$ cat src/rtl/rng_ctrl.sv
// Bus-side sequencer for the simplerng core: prefetches random words into a small
// FIFO, serves DATA reads from it, and reseeds the core on SEED writes.
module rng_ctrl #(
    parameter logic [31:0] BASE_ADDR = 32'h0300_1000,
    parameter int          DEPTH     = 4
) (
    input  logic        clk,
    input  logic        reset,
    input  logic        iomem_valid,
    input  logic [3:0]  iomem_wstrb,
    input  logic [31:0] iomem_addr,
    input  logic [31:0] iomem_wdata,
    output logic        iomem_ready,
    output logic [31:0] iomem_rdata,
    output logic        rng_enable,
    output logic        rng_we,
    output logic        rng_re,
    output logic [31:0] rng_di,
    input  logic [31:0] rng_do,
    input  logic        rng_wait
);

    localparam int PTR_W = (DEPTH > 1) ? $clog2(DEPTH) : 1;
    localparam int CNT_W = PTR_W + 1;

    typedef enum logic [1:0] {
        ST_IDLE,
        ST_FETCH,
        ST_SEED
    } state_t;

    function automatic logic [31:0] strobe_mask(input logic [3:0] strb, input logic [31:0] data);
        return {{8{strb[3]}}, {8{strb[2]}}, {8{strb[1]}}, {8{strb[0]}}} & data;
    endfunction

    state_t             state_q, state_d;
    logic [PTR_W-1:0]   wr_ptr_q, wr_ptr_d;
    logic [PTR_W-1:0]   rd_ptr_q, rd_ptr_d;
    logic [CNT_W-1:0]   count_q, count_d;
    logic               en_q, en_d;
    logic [31:0]        seed_q, seed_d;
    logic               pend_q, pend_d;
    logic [15:0]        stall_cnt_q, stall_cnt_d;
    logic               stall_q, stall_d;
    logic               seed_wait_q, seed_wait_d;
    logic               ready_q, ready_d;
    logic [31:0]        rdata_q, rdata_d;
    logic [31:0]        fifo_mem [DEPTH];

    logic               in_win;
    logic               sel;
    logic               is_wr;
    logic [1:0]         reg_idx;
    logic               fetch_acc;
    logic               seed_acc;
    logic               seed_wr;
    logic               data_rd;
    logic               word_ok;
    logic               fifo_empty;
    logic               fifo_full;
    logic               bypass;
    logic               push;
    logic               pop;
    logic [31:0]        status;
    logic               unused_addr_bits;

    assign unused_addr_bits = ^iomem_addr[1:0];

    assign in_win  = (iomem_addr[31:4] == BASE_ADDR[31:4]);
    // A held DATA read or SEED write keeps iomem_valid high; it must not be taken twice.
    assign sel     = iomem_valid && in_win && !ready_q && !stall_q && !seed_wait_q;
    assign is_wr   = |iomem_wstrb;
    assign reg_idx = iomem_addr[3:2];

    assign fetch_acc  = (state_q == ST_FETCH) && !rng_wait;
    assign seed_acc   = (state_q == ST_SEED) && !rng_wait;
    assign seed_wr    = sel && is_wr && (reg_idx == 2'd2);
    assign data_rd    = sel && !is_wr && (reg_idx == 2'd0);
    // A word fetched while a reseed is pending belongs to the old seed and is dropped.
    assign word_ok    = fetch_acc && !pend_q && !seed_wr;
    assign fifo_empty = (count_q == '0);
    assign fifo_full  = (count_q == CNT_W'(DEPTH));
    assign bypass     = word_ok && (stall_q || (data_rd && fifo_empty && en_q));
    assign push       = word_ok && !bypass;
    assign pop        = data_rd && !fifo_empty;

    assign status = {stall_cnt_q, 5'b0, pend_q, fifo_full, fifo_empty,
                     {(8 - CNT_W){1'b0}}, count_q};

    always_comb begin
        state_d     = state_q;
        wr_ptr_d    = wr_ptr_q;
        rd_ptr_d    = rd_ptr_q;
        count_d     = count_q;
        en_d        = en_q;
        seed_d      = seed_q;
        pend_d      = pend_q;
        stall_cnt_d = stall_cnt_q;
        stall_d     = stall_q;
        seed_wait_d = seed_wait_q;
        ready_d     = 1'b0;
        rdata_d     = 32'h0;

        unique case (state_q)
            ST_IDLE: begin
                if (pend_q || seed_wr) begin
                    state_d = ST_SEED;
                end else if (en_q && !fifo_full) begin
                    state_d = ST_FETCH;
                end
            end
            ST_FETCH: if (!rng_wait) state_d = ST_IDLE;
            ST_SEED:  if (!rng_wait) state_d = ST_IDLE;
            default:  state_d = ST_IDLE;
        endcase

        if (seed_acc) begin
            pend_d      = 1'b0;
            seed_wait_d = 1'b0;
            ready_d     = 1'b1;
        end

        if (stall_q && bypass) begin
            stall_d = 1'b0;
            ready_d = 1'b1;
            rdata_d = rng_do;
        end

        if (sel) begin
            unique case (reg_idx)
                2'd0: begin
                    if (is_wr) begin
                        ready_d = 1'b1;
                    end else if (!fifo_empty) begin
                        ready_d = 1'b1;
                        rdata_d = fifo_mem[rd_ptr_q];
                    end else if (en_q) begin
                        if (word_ok) begin
                            ready_d = 1'b1;
                            rdata_d = rng_do;
                        end else begin
                            stall_d = 1'b1;
                            if (stall_cnt_q != 16'hFFFF) stall_cnt_d = stall_cnt_q + 16'd1;
                        end
                    end else begin
                        // Nothing will ever be fetched while disabled, so never hold the bus.
                        ready_d = 1'b1;
                        rdata_d = 32'hFFFF_FFFF;
                    end
                end
                2'd1: begin
                    ready_d = 1'b1;
                    if (is_wr) stall_cnt_d = 16'h0;
                    else       rdata_d     = status;
                end
                2'd2: begin
                    if (is_wr) begin
                        seed_d      = strobe_mask(iomem_wstrb, iomem_wdata);
                        pend_d      = 1'b1;
                        seed_wait_d = 1'b1;
                    end else begin
                        ready_d = 1'b1;
                    end
                end
                2'd3: begin
                    ready_d = 1'b1;
                    if (is_wr) begin
                        if (iomem_wstrb[0]) en_d = iomem_wdata[0];
                    end else begin
                        rdata_d = {31'b0, en_q};
                    end
                end
                default: ;
            endcase
        end

        if (seed_wr) begin
            wr_ptr_d = '0;
            rd_ptr_d = '0;
            count_d  = '0;
        end else begin
            if (push) wr_ptr_d = wr_ptr_q + PTR_W'(1);
            if (pop)  rd_ptr_d = rd_ptr_q + PTR_W'(1);
            count_d = count_q + CNT_W'(push) - CNT_W'(pop);
        end
    end

    always_ff @(posedge clk) begin
        if (reset) begin
            state_q     <= ST_IDLE;
            wr_ptr_q    <= '0;
            rd_ptr_q    <= '0;
            count_q     <= '0;
            en_q        <= 1'b1;
            seed_q      <= 32'h0;
            pend_q      <= 1'b0;
            stall_cnt_q <= 16'h0;
            stall_q     <= 1'b0;
            seed_wait_q <= 1'b0;
            ready_q     <= 1'b0;
            rdata_q     <= 32'h0;
        end else begin
            state_q     <= state_d;
            wr_ptr_q    <= wr_ptr_d;
            rd_ptr_q    <= rd_ptr_d;
            count_q     <= count_d;
            en_q        <= en_d;
            seed_q      <= seed_d;
            pend_q      <= pend_d;
            stall_cnt_q <= stall_cnt_d;
            stall_q     <= stall_d;
            seed_wait_q <= seed_wait_d;
            ready_q     <= ready_d;
            rdata_q     <= rdata_d;
        end
    end

    always_ff @(posedge clk) begin
        if (push) fifo_mem[wr_ptr_q] <= rng_do;
    end

    assign iomem_ready = ready_q;
    assign iomem_rdata = rdata_q;
    assign rng_enable  = en_q;
    assign rng_re      = (state_q == ST_FETCH);
    assign rng_we      = (state_q == ST_SEED);
    assign rng_di      = seed_q;

endmodule
$ cat config.mk
export PLATFORM = sky130hd
export DESIGN_NAME = rng_ctrl
export DESIGN_NICKNAME = d
export VERILOG_FILES = /design/src/rtl/rng_ctrl.sv
export SDC_FILE = /design/constraint.sdc
export NUM_CORES = 1
export LEC_CHECK = 0
export BUFFER_PORTS_ARGS = -buffer_cell sky130_fd_sc_hd__buf_2
export CAP_MARGIN = 30
export CORE_MARGIN = 2
export CORE_UTILIZATION = 56
export DETAILED_ROUTE_END_ITERATION = 8
export HOLD_SLACK_MARGIN = 0.12
export PLACE_DENSITY = 0.8
export SLEW_MARGIN = 25
export SYNTH_ARGS = -nofsm -noshare
export SYNTH_HDL_FRONTEND = slang
export SYNTH_SLANG_ARGS = --single-unit
$ cat constraint.sdc
create_clock -name clk -period 4.4 [get_ports clk]
set_clock_uncertainty 0.2 [all_clocks]
set_input_delay 0.22 -clock clk [delete_from_list [all_inputs] [get_ports clk]]
set_output_delay 0.22 -clock clk [all_outputs]
set_load 0.02 [all_outputs]
After elaboration in Yosys (flattened, before gate mapping)
Memories as Yosys holds them, arrays and structs flattened. A register that Yosys moved wholly into a read port is not among the register bits.
Index checks and enable logic that the tools add are counted.
W data, S select, Z words.
{"block": "word_totals", "register_bits": 94, "latch_bits": 0, "ram_bits": 128, "rom_bits": 0, "in_bits": 104, "output_inout_bits": 68, "wordCells": 126, "mem_count": 1}
{"block": "op_classes", "add_sub_neg": 5, "multipliers": 0, "div_mod_pow": 0, "magnitude_cmp": 0, "n_eq_ne": 16, "shifts": 0, "mux": 48, "bitwise": 1, "n_reduce_logical": 43}
{"memory": "fifo_mem", "words": 4, "width": 32, "read_ports": 1, "rd_ports_with_merged_regs": 1, "wr": 1, "line": "48", "source": "logic [31:0] fifo_mem [DEPTH];"}
{"op": "$mux W32", "count": 8}
{"op": "$mux W16", "count": 6}
{"op": "$pmux W32 S3", "count": 1}
{"op": "$and A32 B32 Y32", "count": 1}
{"op": "$pmux W16 S2", "count": 1}
{"op": "$eq A28 B22 Y1 const B", "count": 1}
{"op": "$mux W1", "count": 25}
{"op": "$logic_and A1 B1 Y1", "count": 19}
{"op": "$add A16 B1 Y16 const B", "count": 1}
{"op": "$ne A16 B16 Y1 const B", "count": 1}
{"op": "$ne A2 B2 Y1 const B", "count": 6}
{"op": "$logic_not A1 Y1", "count": 10}
{"op": "$mux W2", "count": 5}
{"op": "$reduce_and A8 Y1", "count": 1}
{"op": "$eq A2 B2 Y1 const B", "count": 3}
{"op": "$reduce_or A2 Y1", "count": 3}
{"op": "$add A2 B1 Y2 const B", "count": 2}
{"op": "$eq A2 B1 Y1 const B", "count": 2}
{"op": "$logic_not A2 Y1", "count": 2}
{"op": "$pmux W2 S2", "count": 1}
{"op": "$reduce_and A4 Y1", "count": 1}
{"op": "$reduce_or A4 Y1", "count": 1}
{"op": "$add A3 B1 Y3", "count": 1}
{"op": "$eq A3 B3 Y1 const B", "count": 1}
{"op": "9 further kinds", "count": 10}

Depth between registers and ports, before layout
{"block": "logic_depth", "depth_word": 19, "mapped_depth": 15, "ltp_nobuf": 13}

Worst setup path after synthesis
No wires, ideal clock.
{"block": "synth_path", "path_type": "reg2reg", "startpoint": "register count_q[1]", "endpoint": "register count_q[2]", "setup_ns": 0.120, "t_arrival_ns": 3.096, "required_time_ns": 4.080, "slack_ns": 0.984, "stages_incl_launch_ff": 16, "path_buffers": 2, "period_less_slack_ns": 3.416, "cell_sequence": "dfxtp_1 > clkbuf_1 > or4b_1 > buf_2 > or3_4 > a2111oi_4 > nor3_2 > inv_1 > ha_1 > inv_1 > ha_1 > inv_1 > fa_1 > xor2_1 > xnor2_1 > nor2_1"}
{"block": "synth_between", "elab_chain_cells": 9, "elab_cells_between_ends": 11, "classes_between": "2 x add/sub; 9 x reduce/logical"}
{"element": "start, declared", "line": "39", "source": "logic [CNT_W-1:0] count_q, count_d;"}
{"element": "start signal, assigned", "line": "206", "source": "count_q <= count_d;"}
{"element": "$logic_not A3 Y1", "line": "81", "source": "assign fifo_empty = (count_q == '0);"}
{"element": "$logic_and A1 B1 Y1 (2 in a row)", "line": "83", "source": "assign bypass = word_ok && (stall_q || (data_rd && fifo_empty && en_q));"}
{"element": "$logic_or A1 B1 Y1", "line": "83"}
{"element": "$logic_and A1 B1 Y1", "line": "83"}
{"element": "$logic_not A1 Y1", "line": "84", "source": "assign push = word_ok && !bypass;"}
{"element": "$logic_and A1 B1 Y1", "line": "84"}
{"element": "$add A3 B1 Y3", "line": "184", "source": "count_d = count_q + CNT_W'(push) - CNT_W'(pop);"}
{"element": "$sub A3 B1 Y3 (*)", "line": "184"}
Every way passes the cells marked *; elsewhere a longest branch is shown, timed or not.
A chain may end at the register's enable or synchronous reset.

Worst setup path in the final report
{"block": "layout_path", "startpoint": "input iomem_wstrb[0]", "endpoint": "register count_q[2]"}
{"block": "layout_between", "elab_chain_cells": 12, "elab_cells_between_ends": 18, "classes_between": "2 x add/sub; 16 x reduce/logical"}
{"element": "start, declared", "line": "10", "source": "input logic [3:0] iomem_wstrb,"}
{"element": "$reduce_or A4 Y1 (*)", "line": "72", "source": "assign is_wr = |iomem_wstrb;"}
{"element": "$logic_not A1 Y1", "line": "78", "source": "assign data_rd = sel && !is_wr && (reg_idx == 2'd0);"}
{"element": "$logic_and A1 B1 Y1 (2 in a row)", "line": "78"}
{"element": "$logic_and A1 B1 Y1 (2 in a row)", "line": "83"}
{"element": "$logic_or A1 B1 Y1", "line": "83"}
{"element": "$logic_and A1 B1 Y1", "line": "83"}
{"element": "$logic_not A1 Y1", "line": "84"}
{"element": "$logic_and A1 B1 Y1", "line": "84"}
{"element": "$add A3 B1 Y3", "line": "184"}
{"element": "$sub A3 B1 Y3", "line": "184"}
Marked as above.

==> run metrics <==
sequential cell area=a little under 6000 sq um; footprint of the multi-input gates=about 3300 sq um; Worst Min Path Start=iomem_wstrb[2]; Site Rows=47; vias in the first global route=7501; Syn-to-layout area delta=28.7%; Final WS setup=688 ps; CP Cell Sequence=dlygate4sd3_1, buf_2, or4_4, or3_4, a2111oi_4, nor3_2, inv_1, ha_1, inv_1, ha_1, inv_1, fa_1, xor2_1, xnor2_1, nor2_1; most common library cells after synthesis=edfxtp_1, dfxtp_1, nand2_1, clkbuf_1, o21ai_0; CTS Sinks=224; Max-Cap Viols=0; mux contribution to synthesized area=between 7 and 8%; top_reg_cell synth=edfxtp_1; final setup fails=0; post-route clock period utilization=84.4%; most frequent cell after synthesis=edfxtp_1; fraction of layout cells with a size suffix above 1=between 20% and 30%; total gr overflow=0; Synth Area in XOR/XNOR=0.280%; TritonCTS buffer count=24; VDD IR max=0.000310 V; Tot Pwr=4.47 mW; crit path launch type=primary input; FF-to-FF Start=count_q[2]; synthesis warning total=0; I/O pin total=172; Mapped Nets=roughly 800; DRC viols=0; Synth cell types=70; share of the synthesized area in the top cell type=41.0%; CP peak stage delay=about 630 ps; largest buffer count on any clock path=3; port buffer count=169; Largest delay share family, worst path=simple AND/OR/NAND/NOR gates; die height=133 um; Die X=133 um; drt first pass iters=5; Worst Hold Class=primary input to flop; fin. max-slew vios=0; Worst EP arrival=between 3000 and 4000 ps; slew margin rel.=40.9%; fmax=0.269 GHz; Seq cells post-synth=224; Hold Slack=140 ps; Design Area, Final=12100 sq um; Most Crowded Layer GR=met2; ANT nets after route=0; initial antenna violation count=0; simple logic cell fraction of the synthesized area=10.5%; Mean Syn Cell Area=13.3 sq um; WP data required=4580 ps; Setup TNS Final=0 ps; Hold Fails Final Rpt=0; Nets=1072; Min Clock Period, post-route=3710 ps; Buf/Inv on CP=5; hpwl dp=15300 um; post-CTS sizing=0; Core ar.=16500 sq um; final WL=25900 um; post-synthesis adder-cell area fraction=1.55%; Mapped Area=9380 sq um; Util after Layout=roughly 73%; Least-Margin Pin Slew=887 ps; dpl cell area=a little over 10000 sq um; Placer Congestion=roughly 0.90; most used cell, CP=inv_1; largest cells by area after synthesis=edfxtp_1, dfxtp_1, mux4_2; total die area=~18000 sq um; vias per inst=approximately 6.3; CP max stage cell=or4_4; first-pass GRT wire length=40300 um; area fraction in compound gates after synthesis=between 10% and 20%; synthesized instance count=707; met1 GRT Util=35.2%; kind of critical path=primary input to flop; DRT iter0 DRCs=815; post-route insts no fill=1196; pre-CTS setup slack=about 780 ps; total global-route track usage=28.6%; Cells after DPL=1056; sequential share of the synthesized area=61.5%; M2 GR Usage=51.1%; Initial Util=56.9%; number of flops mapped to enable cells by yosys=approximately 130; Leak=roughly 4.5 nW; crit path capture type=flop; status=finished, final reports clean; Root Driver=clkbuf_16; routed len/inst=around 22 um; fill count=1071; via count=7475; worst-skew pair later-pin latency=between 500 and 600 ps; Synth async-reset ratio=0%; pwr/cell area=370 nW/um^2; CTS tree=done; area leader, netlist=edfxtp_1; Reg clk slew, reported paths=60 ps; GR Util met3=4.19%; Setup crit start=iomem_wstrb[0]; pin count of the biggest net entering global routing=37; crit-path max FO=12; CTS H-tree lvls=1; main combinational cell family by area after synthesis=compound AO/OA/AOI/OAI gates; RSZ-0062 raised after global routing=false
## kinds of logic after synthesis
group / count (synthesis)
and+or+nand+nor: 172
muxes: 34
xor gates and xnor gates: 3
AOI/OAI and AO/OA: 198
adders and majority gates: 11
DFF: 224
buffers and inverters: 65
## registers in the layout, indices dropped and copies added (netlist names), named ones only
register and flops:
seed_wait_q 1, wr_ptr_q 2, fifo_mem 128, count_q 3
pend_q 1, stall_cnt_q 16, iomem_ready 1, rng_di 32
rng_enable 1, state_q 2, stall_q 1, rd_ptr_q 2
iomem_rdata 32
## final cells by class
| cell class | count | share of cell area, % |
|---|---|---|
| sequential | 224 | 47.8 |
| multi-input combinational | 418 | 27.7 |
| timing repair buffer | 277 | 15.7 |
| clock buffer | 33 | 5.51 |
| tap | 220 | 2.28 |
| clock inverter | 11 | 0.663 |
| inverter | 12 | 0.373 |
| antenna | 1 | 0.0207 |
## path summary, 6_finish.rpt
kind	end	slack (ps)	cells after the start
setup / recovery	count_q[2]	690	15
hold / removal	rng_di[20]	140	3
setup reg to reg	count_q[2]	710	13
hold reg to reg	rng_di[16]	280	1
## placed cells by master, fill, tap and decap left out, drive strengths merged, types with 12 or more instances in the layout
| cell | count |
|---|---|
| inv | 12 |
| nor2 | 27 |
| o22ai | 19 |
| a22o | 32 |
| nand3 | 16 |
| dfxtp | 96 |
| buf | 182 |
| dlygate4sd3 | 95 |
| a21oi | 28 |
| nand2 | 42 |
| o21ai | 38 |
| mux4 | 32 |
| clkbuf | 33 |
| nor3 | 20 |
| a221oi | 20 |
| edfxtp | 128 |
## where the power goes
group / switching (mW) / internal [mW]
sequential: 0.0117 / 2.24
clock: 0.786 / 1.12
combinational: 0.178 / 0.131
## what timing repair did
item / 4_1_cts / 5_1_grt
endpoints found under the hold margin: 203 / 0
hold buffers: 95 / 0
setup buffers: 0 / 0
## worst register-to-register path, stage by stage, from the launching register on
cell       delay (ps)
dfxtp_1           380
or4b_1            690
or3_4             410
a2111oi_4         450
nor3_2            150
inv_1             100
ha_1              220
inv_1              60
ha_1              140
inv_1              50
fa_1              370
xor2_1            160
xnor2_1           150
nor2_1             60
## per-layer routing
layer  vias up  share of wire (%)
met5         -                  0
met2       402                 52
met4         0                3.5
met3        79                6.8
li1       3321                  -
met1      3673                 38
No activity file was read; power rests on OpenSTA's default activity.
